[src/rtl/reduce_mod_seq.sv]
// reduce_mod_seq: iterative residue generator computing in_data mod MOD.
//
// Operation: the operand is first folded by summing its PERIOD-bit groups until
// it drops below 2^PERIOD (valid because 2^PERIOD == 1 mod MOD). It is then
// reduced below MOD by repeated conditional subtraction. One operand is
// processed at a time, with valid/ready handshakes on both sides.
//
// Ports:
//   clk         rising-edge clock
//   rst         synchronous active-high reset
//   in_valid    operand valid
//   in_ready    block can accept an operand (IDLE only)
//   in_data     operand N, unsigned
//   out_valid   residue valid (DONE only)
//   out_ready   downstream accepts residue
//   out_residue N mod MOD, held until the output handshake
//   busy        high while folding or subtracting
module reduce_mod_seq #(
  parameter int unsigned N_WIDTH = 16,
  parameter int unsigned MOD     = 21,
  parameter int unsigned PERIOD  = 6,
  localparam int unsigned NUM_G  = (N_WIDTH + PERIOD - 1) / PERIOD,
  localparam int unsigned MIN_AW = PERIOD + $clog2(NUM_G) + 1,
  localparam int unsigned ACC_W  = (N_WIDTH > MIN_AW) ? N_WIDTH : MIN_AW,
  localparam int unsigned RES_W  = $clog2(MOD)
) (
  input  logic               clk,
  input  logic               rst,
  input  logic               in_valid,
  output logic               in_ready,
  input  logic [N_WIDTH-1:0] in_data,
  output logic               out_valid,
  input  logic               out_ready,
  output logic [RES_W-1:0]   out_residue,
  output logic               busy
);

  // Groups covering the whole accumulator, not just the operand width.
  localparam int unsigned NUM_AG = (ACC_W + PERIOD - 1) / PERIOD;
  localparam int unsigned PAD_W  = NUM_AG * PERIOD;
  localparam int unsigned SUM_W  = ACC_W + $clog2(NUM_AG) + 1;

  localparam logic [ACC_W-1:0] FoldLim = ACC_W'(1) << PERIOD;
  localparam logic [ACC_W-1:0] ModW    = ACC_W'(MOD);

  localparam int unsigned PowMod = (32'd1 << PERIOD) % MOD;

  // Folding is only exact when 2^PERIOD == 1 mod MOD.
  if ((MOD < 3) || ((MOD % 2) == 0) || (PowMod != 1)) begin : g_bad_param
    $fatal(1, "reduce_mod_seq: illegal MOD/PERIOD combination");
  end

  localparam logic [1:0] StIdle = 2'd0;
  localparam logic [1:0] StFold = 2'd1;
  localparam logic [1:0] StSub  = 2'd2;
  localparam logic [1:0] StDone = 2'd3;

  logic [1:0]       state_q, state_d;
  logic [ACC_W-1:0] acc_q, acc_d;
  logic [RES_W-1:0] res_q, res_d;

  logic [PAD_W-1:0] acc_pad;
  logic [SUM_W-1:0] fold_sum;

  // Sum of all PERIOD-bit groups of the accumulator, top group zero-padded.
  always_comb begin
    acc_pad  = PAD_W'(acc_q);
    fold_sum = '0;
    for (int g = 0; g < int'(NUM_AG); g++) begin
      fold_sum = fold_sum + SUM_W'(acc_pad[g*PERIOD +: PERIOD]);
    end
  end

  always_comb begin
    state_d = state_q;
    acc_d   = acc_q;
    res_d   = res_q;
    case (state_q)
      StIdle: begin
        if (in_valid) begin
          acc_d   = ACC_W'(in_data);
          state_d = StFold;
        end
      end
      StFold: begin
        if (acc_q >= FoldLim) begin
          acc_d = ACC_W'(fold_sum);
        end else begin
          state_d = StSub;
        end
      end
      StSub: begin
        if (acc_q >= ModW) begin
          acc_d = acc_q - ModW;
        end else begin
          res_d   = acc_q[RES_W-1:0];
          state_d = StDone;
        end
      end
      StDone: begin
        if (out_ready) begin
          state_d = StIdle;
        end
      end
      default: state_d = StIdle;
    endcase
  end

  always_ff @(posedge clk) begin
    if (rst) begin
      state_q <= StIdle;
      acc_q   <= '0;
      res_q   <= '0;
    end else begin
      state_q <= state_d;
      acc_q   <= acc_d;
      res_q   <= res_d;
    end
  end

  always_comb begin
    in_ready    = (state_q == StIdle);
    busy        = (state_q == StFold) || (state_q == StSub);
    out_valid   = (state_q == StDone);
    out_residue = res_q;
  end

endmodule

[config.mk]
export PLATFORM = sky130hd
export DESIGN_NAME = reduce_mod_seq
export DESIGN_NICKNAME = d
export VERILOG_FILES = /design/src/rtl/reduce_mod_seq.sv
export SDC_FILE = /design/constraint.sdc
export NUM_CORES = 1
export LEC_CHECK = 0
export BUFFER_PORTS_ARGS = -buffer_cell sky130_fd_sc_hd__buf_4
export CAP_MARGIN = 30
export CORE_MARGIN = 10
export CORE_UTILIZATION = 40
export DETAILED_ROUTE_END_ITERATION = 7
export GPL_ROUTABILITY_DRIVEN = 0
export SETUP_SLACK_MARGIN = 0.05
export SLEW_MARGIN = 5
export SYNTH_ARGS = -nofsm -noshare
export SYNTH_HDL_FRONTEND = slang
export SYNTH_SLANG_ARGS = --single-unit
export TNS_END_PERCENT = 10
[constraint.sdc]
create_clock -name clk -period 3.6 [get_ports clk]
set_input_delay 0.9 -clock clk [delete_from_list [all_inputs] [get_ports clk]]
set_output_delay 0.9 -clock clk [all_outputs]
set_load 0.02 [all_outputs]
==> flow_summary.toml <==
[detailed_routing]
viasPerCell = 6.23
route.detailed.drc = 0
drtAntennaViolNets = 0
drt_wl_total_um = 5770
drtIter0Drc = 183
drt_pass1_iterations = 5
dr_total_vias = 1926
post_drt_wl_per_cell_um = 18.7

[global_route]
grt_overflow_total = 0
grt_pass1_vias = 1831
grt_max_degree = 23
antenna_found_initial = 0
gr-usage-all-layers = 0.149
grt_pass1_wl_um = 9330

[floorplan]
die_y_um = 88.6
fp.coreArea_um2 = 4440
io_pins = 28
die_area_um2 = 7860
start_util = 0.424
rows = 24
die_x_um = 88.6

[worst_setup_path]
slowest_delay_ns = 0.70
critical_path.endpoint_type = "flip-flop"
cp_slowest_cell = "or3_1"
critPathKind = "reg2reg"
worstPathArrival_ns = 2.96
cp-start-kind = "flip-flop"
required_ns = 3.72
path_cells = "or4_1, or4_4, or3_1, a21oi_1, a311oi_1"
path_max_fanout = 17

[status]
outcome = "finished clean"

[timing]
setup-tns-final_ns = 0
slew_violations = 0
maxSlewHeadroom = 0.549
tightest_slew_ns = 0.677
min_period_over_period = 0.788
finalCriticalPeriod_ns = 2.84
finalHoldViolCount = 0
fmax_ghz = 0.352
setup_violations = 0
clock_skew_ns = 0.00628
fin_ws_ns = 0.762
rsz0062_at_grt = "false"

[synthesis]
syn-num-nets = 274
netlist_area_um2 = 1880
synthArstFlopShare = 0
yosysWarnings = 0
yosys.area.top_type = "dfxtp_1"
ys_top_cells_by_count = "26 x nand2_1, 24 x a21oi_1, 23 x dfxtp_1, 17 x inv_1"
synth_top_cell_area_share = 0.244
synth_enable_flop_cells = 0
netlist_top_cells_area = "dfxtp_1 24%, ha_1 9.3%, a21oi_1 6.4%"
synth_ff_type = "dfxtp_1"
syn_inst = 235
ys_seq_area_frac = 0.244
syn_area_per_cell_um2 = 8.02
ys_seq_elements = 23
yosysUniqueCellTypes = 57
synthMostInstantiatedCell = "nand2_1"

[cells_and_area]
final_core_util = 0.486
fin_nets = 297
final_layout_size_suffix_gt1_frac = 0.167
synthToLayoutAreaGrowth_pct = 14.7
fin_area_um2 = 2160
antennaDiodeCount = 0
fillCellCount = 478

[hold_path]
hold_class = "reg2reg"

[clock_network]
cts_tree = "built"
cts_buffer_depth = 2
htreeDepth = 1
clk_pin_slew_ns = 0.09
cts_made_buffers = 3
cts_resized = 0
postCtsHoldBufs = 0
clock-root-buffer = "clkbuf_8"
cts_post_setup_buffers_inserted = 0
cts_sinks = 23
clock_latency_ns = 0.27

[placed_design]
hpwl_um = 4210
pre_cts_ws_ns = 0.790
io_buffer_count = 27
postPlaceCellArea_um2 = 2110

[power]
leakage_nw = 0.906
total_power_w = 0.00172
power.density_nw_per_um2 = 797
vdd_ir_drop_max_mv = 0.364

[flow_run]
maxCapViolCount = 0
per-layer routing:
layer	vias to the layer above	global-route usage	wire (um)
li1	917	-	-
met1	921	0.197	2590
met2	84	0.239	2640
met3	4	0.0414	511
met4	0	0.0206	28
met5	-	0	0
path summary, 6_finish.rpt:
check                                    start        endpoint  slack, ns  depth (start not counted)
worst min-delay path            out_residue[0]  out_residue[0]       0.46                          2
worst max-delay path                  acc_q[8]       acc_q[12]       0.76                          5
worst max register to register        acc_q[8]       acc_q[12]       0.76                          5
worst min register to register  out_residue[0]  out_residue[0]       0.46                          2
sequential cells by signal (all words and copies together) (netlist names):
| signal | count |
|---|---|
| acc_q | 16 |
| out_residue | 5 |
| state_q | 2 |
cell families after synthesis:
group                      share of synthesized area
and+or+nand+nor                                0.193
DFF                                            0.244
adders and majority gates                      0.146
buffers and inverters                         0.0697
AOI/OAI and AO/OA                              0.313
xor gates and xnor gates                      0.0232
muxes                                         0.0106
cells in the final DEF (no fill, tap or decap), types with 2 or more instances in the layout:
master / n
mux2i_1: 2
xor2_1: 2
ha_1: 14
or4_1: 3
fa_1: 5
o32ai_1: 3
a221o_1: 2
nand3_1: 7
o2111ai_1: 5
or2_2: 3
o21ai_1: 3
a311oi_1: 3
xnor2_1: 3
inv_1: 17
o21a_1: 3
clkbuf_8: 3
nor3_1: 4
buf_4: 31
nand2_1: 26
a221oi_1: 4
or3_1: 2
o31ai_1: 7
o21ai_0: 8
nand2b_1: 2
o221a_2: 2
o41ai_1: 2
a21oi_1: 24
nor4_1: 3
dfxtp_1: 23
nor2_1: 14
a211oi_1: 3
report_power, final:
| group | total, W | internal [W] | leakage, nW | switching, W |
|---|---|---|---|---|
| sequential | 0.000448 | 0.000329 | 0.189 | 0.000120 |
| combinational | 0.00110 | 0.000442 | 0.691 | 0.000660 |
| clock | 0.000172 | 0.0000776 | 0.0255 | 0.0000945 |
cell type report:
type | count | area [um2] | share of cell area
inverter | 17 | 63.8 | 0.0295
clock buffer | 3 | 41.3 | 0.0191
clock inverter | 1 | 5.00 | 0.00232
tap | 52 | 65.1 | 0.0301
sequential | 23 | 460 | 0.213
multi-input combinational | 182 | 1290 | 0.598
timing repair buffer | 31 | 233 | 0.108
stage by stage:
stage,hold slack (ns),cells
finish,0.455,309
global route,0.478,309
CTS,0.457,309
detailed placement,0.444,305
global placement,0.440,305
floorplan,0.459,235
worst max-delay path: cells and delay by family, from the launching register on:
kind	cells	cell delay, ns
and+or+nand+nor	3	1.96
AOI/OAI and AO/OA	2	0.33
DFF	1	0.40
Power figures use the tool's default switching activity.
